**src/rtl/pipe_hazard_ctrl_pkg.sv**
```systemverilog
// Shared constants for the pipeline hazard controller: forwarding select
// encodings and FSM state codes.
package pipe_hazard_ctrl_pkg;

  typedef logic [4:0] reg_addr_t;
  typedef logic [1:0] fwd_sel_t;

  // Forwarding select encodings for the EX-stage operand muxes
  localparam fwd_sel_t FWD_REG   = 2'b00;
  localparam fwd_sel_t FWD_EXMEM = 2'b10;
  localparam fwd_sel_t FWD_MEMWB = 2'b01;

  // FSM state codes
  localparam logic [1:0] ST_RUN     = 2'b00;
  localparam logic [1:0] ST_MEMWAIT = 2'b01;

endpackage

```
**src/rtl/pipe_hazard_ctrl_fwd_unit.sv**
```systemverilog
// Forwarding select for one EX-stage ALU operand. The younger producer
// (EX/MEM) wins over MEM/WB; register $0 is never forwarded.
module pipe_hazard_ctrl_fwd_unit
  import pipe_hazard_ctrl_pkg::*;
(
  input  logic [4:0] src,
  input  logic       mem_reg_write,
  input  logic [4:0] mem_addr,
  input  logic       wb_reg_write,
  input  logic [4:0] wb_addr,
  output logic [1:0] sel
);

  // Priority select: EX/MEM result, then MEM/WB result, else register file
  always_comb begin
    sel = FWD_REG;
    if (mem_reg_write && (mem_addr != 5'd0) && (mem_addr == src))
      sel = FWD_EXMEM;
    else if (wb_reg_write && (wb_addr != 5'd0) && (wb_addr == src))
      sel = FWD_MEMWB;
  end

endmodule

```
**src/rtl/pipe_hazard_ctrl.sv**
```systemverilog
// Hazard/stall controller for the 5-stage pipeline: memory-wait freeze FSM,
// branch flush, load-use interlock, operand forwarding and stall statistics.
//
// state      | meaning
// -----------+-----------------------------------------------------------
// ST_RUN     | pipeline flowing; branch/load-use decode active
// ST_MEMWAIT | data memory access outstanding; whole pipe frozen
module pipe_hazard_ctrl
  import pipe_hazard_ctrl_pkg::*;
#(
  parameter int MAX_WAIT = 16,
  parameter int CNT_W    = 32
) (
  input  logic             clk,
  input  logic             reset,
  input  logic [4:0]       ID_rs,
  input  logic [4:0]       ID_rt,
  input  logic [4:0]       EX_rs,
  input  logic [4:0]       EX_rt,
  input  logic             EX_MemRead,
  input  logic [4:0]       EX_WriteAddress,
  input  logic             EX_Branch,
  input  logic             MEM_RegWrite,
  input  logic             MEM_MemRead,
  input  logic             MEM_MemWrite,
  input  logic [4:0]       MEM_WriteAddress,
  input  logic             WB_RegWrite,
  input  logic [4:0]       WB_WriteAddress,
  input  logic             mem_ready,
  output logic             PC_stall,
  output logic             IFID_stall,
  output logic             IFID_flush,
  output logic             IDEX_stall,
  output logic             IDEX_flush,
  output logic             EXMEM_stall,
  output logic             MEMWB_bubble,
  output logic [1:0]       ForwardA,
  output logic [1:0]       ForwardB,
  output logic             mem_timeout,
  output logic [CNT_W-1:0] stall_count
);

  localparam int WW = $clog2(MAX_WAIT + 1);
  localparam logic [WW-1:0] WAIT_LAST = WW'(MAX_WAIT);

  logic [1:0]    state;
  logic [WW-1:0] wait_cnt;
  logic          mem_access;
  logic          in_wait;
  logic          freeze;
  logic          branch_flush;
  logic          load_use;

  // Mealy stall/flush decode; memory freeze overrides branch and load-use.
  // Reset gates every request so outputs drop the instant reset rises.
  always_comb begin
    mem_access   = MEM_MemRead | MEM_MemWrite;
    in_wait      = (state == ST_MEMWAIT);
    freeze       = !reset && !mem_ready && (in_wait || mem_access);
    branch_flush = !reset && !freeze && EX_Branch;
    load_use     = !reset && !freeze && !EX_Branch && EX_MemRead &&
                   (EX_WriteAddress != 5'd0) &&
                   ((EX_WriteAddress == ID_rs) || (EX_WriteAddress == ID_rt));

    PC_stall     = freeze | load_use;
    IFID_stall   = freeze | load_use;
    IFID_flush   = branch_flush;
    IDEX_stall   = freeze;
    IDEX_flush   = branch_flush | load_use;
    EXMEM_stall  = freeze;
    // On a timeout exit the bubble is still asserted, dropping the access.
    MEMWB_bubble = freeze;
  end

  // Memory-wait FSM with bounded wait and sticky timeout flag
  always_ff @(posedge clk or posedge reset) begin
    if (reset) begin
      state       <= ST_RUN;
      wait_cnt    <= '0;
      mem_timeout <= 1'b0;
    end else if (in_wait) begin
      if (mem_ready) begin
        state    <= ST_RUN;
        wait_cnt <= '0;
      end else if (wait_cnt == WAIT_LAST) begin
        state       <= ST_RUN;
        wait_cnt    <= '0;
        mem_timeout <= 1'b1;
      end else begin
        wait_cnt <= wait_cnt + WW'(1);
      end
    end else begin
      state <= ST_RUN;
      if (mem_access && !mem_ready) begin
        state    <= ST_MEMWAIT;
        wait_cnt <= WW'(1);
      end
    end
  end

  // Saturating count of cycles in which the PC was held
  always_ff @(posedge clk or posedge reset) begin
    if (reset)
      stall_count <= '0;
    else if (PC_stall && (stall_count != {CNT_W{1'b1}}))
      stall_count <= stall_count + CNT_W'(1);
  end

  pipe_hazard_ctrl_fwd_unit u_fwd_a (
    .src           (EX_rs),
    .mem_reg_write (MEM_RegWrite),
    .mem_addr      (MEM_WriteAddress),
    .wb_reg_write  (WB_RegWrite),
    .wb_addr       (WB_WriteAddress),
    .sel           (ForwardA)
  );

  pipe_hazard_ctrl_fwd_unit u_fwd_b (
    .src           (EX_rt),
    .mem_reg_write (MEM_RegWrite),
    .mem_addr      (MEM_WriteAddress),
    .wb_reg_write  (WB_RegWrite),
    .wb_addr       (WB_WriteAddress),
    .sel           (ForwardB)
  );

endmodule

```
**config.mk**
```make
export PLATFORM = sky130hd
export DESIGN_NAME = pipe_hazard_ctrl
export DESIGN_NICKNAME = d
export VERILOG_FILES = /design/src/rtl/pipe_hazard_ctrl_pkg.sv /design/src/rtl/pipe_hazard_ctrl_fwd_unit.sv /design/src/rtl/pipe_hazard_ctrl.sv
export SDC_FILE = /design/constraint.sdc
export NUM_CORES = 1
export LEC_CHECK = 0
export CAP_MARGIN = 15
export CORE_ASPECT_RATIO = 2
export CORE_UTILIZATION = 44
export CTS_CLUSTER_SIZE = 25
export DETAILED_ROUTE_END_ITERATION = 7
export PLACE_DENSITY_LB_ADDON = 0.1
export SLEW_MARGIN = 10
export SYNTH_ARGS = -nofsm -noshare
export SYNTH_HDL_FRONTEND = slang
export SYNTH_HIERARCHICAL = 1
export SYNTH_SLANG_ARGS = --single-unit
```
**constraint.sdc**
```tcl
create_clock -name clk -period 3.6 [get_ports clk]
set_input_delay 0.72 -clock clk [delete_from_list [all_inputs] [get_ports clk]]
set_output_delay 0.72 -clock clk [all_outputs]
set_load 0.05 [all_outputs]
```
After elaboration in Yosys (flattened, before gate mapping)
Cells that the tools add are included.
- register bits: 40
- output and inout port bits: 44
- word-level logic and storage cells: 59
- add/sub/neg operators: 2
- equality and inequality tests: 10
- multiplexer cells: 12
- bitwise operators: 4
- reduce and logical (&&, ||, !) cells: 27
- operators by type and width (operator ; count):
    adder 32 x 1 -> 32 bit, second input constant ; 1
    inequality test 32 bit, second input constant ; 1
    == test 5 bit ; 6
    2-to-1 mux 5 bit ; 4
    logical AND 1 bit ; 16
    nonzero test 5 bit ; 3
    2-to-1 mux 2 bit ; 5
    adder 5 x 1 -> 5 bit, second input constant ; 1
    == test 5 bit, second input constant ; 1
    zero test 1 bit ; 4
    2-to-1 mux 1 bit ; 3
    inequality test 3 x 2 -> 1 bit, second input constant ; 1
    bitwise OR 1 bit ; 3
    AND reduction 3 bit ; 1
    == test 2 x 1 -> 1 bit, second input constant ; 1
    logical OR 1 bit ; 2
    nonzero test 2 bit ; 1
    NOT 1 bit ; 1

Longest topological paths before layout
- depth in word-level cells: 11
- gate-level depth with buffers: 7
- gate-level depth less buffers: 7

Cells and area by module
Netlist, hierarchy kept.
- modules (own cells, without submodules) (module ; instances ; cells an instance ; area each (um2)):
    pipe_hazard_ctrl ; 1 ; 216 ; 2223.4
    pipe_hazard_ctrl_fwd_unit ; 2 ; 20 ; 151.4

Least setup slack after synthesis
No wires, ideal clock.
- kind: input port to output port
- start: input port reset
- end: output port PC_stall
- arrival time: 3.046 ns
- required time: 2.880 ns
- path slack: -0.166 ns
- stages: 7
- path through: inv_1 > o21ai_2 > nor4b_4 > a21oi_4 > buf_2 > inv_1 > buf_4
- cells in the longest elaborated chain, start to end: 10
- ends and longest elaborated chain (what ; RTL line ; text):
    from (decl) ; pipe_hazard_ctrl.sv:15 ; input logic reset,
    zero test 1 bit (no source line) * ; -- ;
    logical AND 1 bit (2 in series) ; pipe_hazard_ctrl.sv:59 ; freeze = !reset && !mem_ready && (in_wait || mem_access);
    zero test 1 bit ; pipe_hazard_ctrl.sv:61 ; load_use = !reset && !freeze && !EX_Branch && EX_MemRead &&
    logical AND 1 bit (4 in series) ; pipe_hazard_ctrl.sv:61 ;
    logical AND 1 bit ; pipe_hazard_ctrl.sv:62 ; (EX_WriteAddress != 5'd0) &&
    bitwise OR 1 bit * ; -- ;
    to (decl) ; pipe_hazard_ctrl.sv:30 ; output logic PC_stall,
Mark *: on every way between the ends. The rest lies on a longest branch, timed or not.

Worst setup path after layout
- start: input port EX_WriteAddress[1]
- end: output port IFID_stall
- cells in the longest elaborated chain, start to end: 4
- elaborated cells on any way between the ends: 7
- classes of those cells: eq/ne: 2; bitwise: 1; reduce/logical: 4
- ends and longest elaborated chain (what ; RTL line ; text):
    from (decl) ; pipe_hazard_ctrl.sv:21 ; input logic [4:0] EX_WriteAddress,
    == test 5 bit or nonzero test 5 bit (tied branches) ; pipe_hazard_ctrl.sv:63, pipe_hazard_ctrl.sv:62 ;
    logical OR 1 bit or logical AND 1 bit (tied branches) ; pipe_hazard_ctrl.sv:63, pipe_hazard_ctrl.sv:61 ;
    logical AND 1 bit * ; pipe_hazard_ctrl.sv:62 ;
    bitwise OR 1 bit * ; pipe_hazard_ctrl.sv:66 ; IFID_stall = freeze | load_use;
    to (decl) ; pipe_hazard_ctrl.sv:31 ; output logic IFID_stall,
Marks and branches as above.

==> run_results.csv <==
group,metric,value,unit
sta,timing.clock.skew,1.67,ps
worst_setup_path,worst_path_max_delay_cell,"or4_1",
sta,max-slew-margin-rel,49.6,%
logic_synthesis,yosysWarningCount,6,
cts,cts_bufs_inserted,5,
power,power.density_cell_area,394,nW/um^2
worst_setup_path,worstPathRequired,2880,ps
worst_setup_path,cp_cell_sequence,"clkdlybuf4s50_1, or4_1, nor2_1, nor4b_4, a21oi_4, inv_1, buf_4",
logic_synthesis,postSynthNetCount,303,
logic_synthesis,ys_ff_latch,39,
run_status,outcome,"finished clean",
floorplan,placement_rows,38,
cts,sink_count_of_the_clock_tree,39,
sta,whs,455,ps
logic_synthesis,synth-async-reset-ratio,100,%
cts,clockBufferDepth,2,
worst_setup_path,timing.rr.start,"stall_count[24]",
placed_design,port-buffer-count,87,
detailed_routing,wl_per_cell,15.5,um
floorplan,coreArea,5470,um^2
logic_synthesis,synth.yosys.seq_area_share,38.6,%
cells_and_area,antenna_diode_instance_count,0,
sta,fin_crit,3120,ps
placed_design,dp_cells,397,
placed_design,place.gp.congestion,0.852,
detailed_routing,drt_pass1_iterations,4,
detailed_routing,first_iter_violations,59,
global_routing,global_route.overflow_total,0,
cells_and_area,layout_commonest_cell,"clkdlybuf4s50_1",
detailed_routing,antenna_violating_nets_post_route,0,
floorplan,die_w,55.6,um
detailed_routing,route.vias.total,2247,
placed_design,dp_hpwl,4.85,mm
worst_setup_path,crit_path_end,"IFID_stall",
logic_synthesis,ys.flop_type,"dfrtp_1",
global_routing,antenna_found_initial,0,
logic_synthesis,synth_cells,256,
floorplan,die_height,109,um
min_path,worst_hold_path_type,"register to register",
logic_synthesis,netlist-cell-type-count,42,
cts,cts_tree,"built",
sta,totalNegativeSetupSlack,0,ps
sta,max_clock_freq,321,MHz
cts,cts_resized,0,
worst_setup_path,element_type_at_the_critical_path_start,"input pin",
cells_and_area,post-route-cell-area,3500,um^2
floorplan,initial_utilization,46.2,%
global_routing,grt_usage,21.8,%
cells_and_area,drive_gt1_share,13.0,%
sta,report.final.hold_viol_count,0,
cts,worst_skew_pair.late_latency,290,ps
placed_design,place_area,3420,um^2
sta,rsz0062_at_grt,"no",
worst_setup_path,r2r.worst_path.cells,6,
cells_and_area,final_cells,405,
logic_synthesis,netlist_area,2530,um^2
detailed_routing,vias_per_cell,5.55,
worst_setup_path,biggest_fanout_along_the_worst_timing_path,3,
cts,cts.repair_timing.setup_buffer_count,0,
power,p_leak,0.00147,uW
cells_and_area,area_growth_syn_to_layout,38.6,%
sta,final.period_utilization,86.6,%
floorplan,fp.dieArea,6070,um^2
worst_setup_path,setup.worst_path.start,"EX_WriteAddress[1]",
logic_synthesis,synthesis.area_per_instance,9.87,um^2
power,vdd.ir_drop.worst,382,uV
sta,setup_violations,0,
detailed_routing,drc,0,
global_routing,grt_start_max_net_pins,40,
cts,clk_pin_slew,70,ps
cts,htreeDepth,2,
global_routing,grt_pass1_wl,10.5,mm
cells_and_area,final_nets,391,
cts,cts_hold_buf,0,
global_routing,number_of_global_route_vias_before_repair,2289,
job,cap_violations,0,
detailed_routing,wl,6.27,mm
worst_setup_path,ff2ff_setup_slack,1110,ps
cts,clockRootBuffer,"clkbuf_8",
floorplan,top_level_ports,88,
worst_setup_path,critPathCaptureType,"output pin",
worst_setup_path,critical_path_depth,7,
worst_setup_path,timing.critical_path.max_delay_family,"simple AND/OR/NAND/NOR gates",
sta,timing_worst_slew_pin_value,756,ps
logic_synthesis,synth_edf_count,0,
sta,timing_max_transition_violations_final,0,
worst_setup_path,endpoint_arrival_time_on_the_critical_path,2400,ps
worst_setup_path,critical_path_class,"input pin to output pin",
worst_setup_path,largest_stage_delay_worst_path,540,ps
cells_and_area,layout_common_cells,"clkdlybuf4s50_1, xor2_1, dfrtp_1",
worst_setup_path,timing.critical_path.buf_inv,3,
worst_setup_path,reg_to_reg_end,"stall_count[1]",
## cell type report
cell class	instances	area, um^2
fillers	495	1970
flip-flops and latches	39	976
repair buffers	89	871
inverters	5	22.5
well taps	60	75.1
clock buffers	5	68.8
multi-input cells	204	1470
clock inverters	3	15.0
## per-stage QoR
step,util [%],setup slack (ps),total power (uW)
floorplan,-,322,891
global placement,62.5,496,1100
detailed placement,62.5,489,1100
CTS,64.1,474,1390
global route,64.1,400,1450
finish,64.1,482,1380
## worst register-to-register path, delay by kind of cell (launching register included)
kind,cells,cell delay [ps]
flip-flops,1,450
multiplexers,1,320
AND/OR/NAND/NOR,5,1620
## logic make-up (layout without fill, tap and decap cells)
kind of cell	count (synthesis)	count (layout)	synth area share [%]
adder cells (fa/ha/maj)	3	3	1.49
AO/OA/AOI/OAI	18	18	6.19
flip-flops	39	39	38.6
AND/OR/NAND/NOR	123	123	29.4
XOR/XNOR	59	59	20.5
multiplexers	1	1	0.594
buffers and inverters	13	102	3.22
## report_power, final
group	total [uW]	internal, uW	switching, uW
logic	526	205	320
clock network	283	132	151
registers	569	490	79.5
total	1380	828	550
## worst min path at each step
stage	start	end	slack, ps	cells after the start
global placement	mem_timeout	mem_timeout	440	1
floorplan	wait_cnt[4]	wait_cnt[4]	480	2
detailed placement	mem_timeout	mem_timeout	440	1
finish	mem_timeout	mem_timeout	450	1
global route	mem_timeout	mem_timeout	510	1
CTS	mem_timeout	mem_timeout	460	1
## Yosys cell counts, drive strengths merged (3+ instances only)
master  instances  area, um^2
a21oi           3        26.3
nand4           7        43.8
ha              3        37.5
dfrtp          39         976
and3            3        18.8
or3             5        36.3
buf             8        62.6
inv             5        18.8
xor2           39         342
and4            4        35.0
nor2           17        71.3
o21ai           5        28.8
nor3           17         100
nor4           16         113
xnor2          20         175
nand2b          3        18.8
nand3          18        95.1
nand2          21        78.8
nor4b           4        68.8
## state kept, by name (all words and copies together), names as in the netlist
register	flops
mem_timeout	1
stall_count	32
state	1
wait_cnt	5
## metal layers
metal  GRT usage (%)  share of wire (%)
met1            22.6                 37
met2            41.8                 55
met3            3.80                5.7
met4            9.82                2.7
met5               0                  0
(Power assumes the default switching activity.)
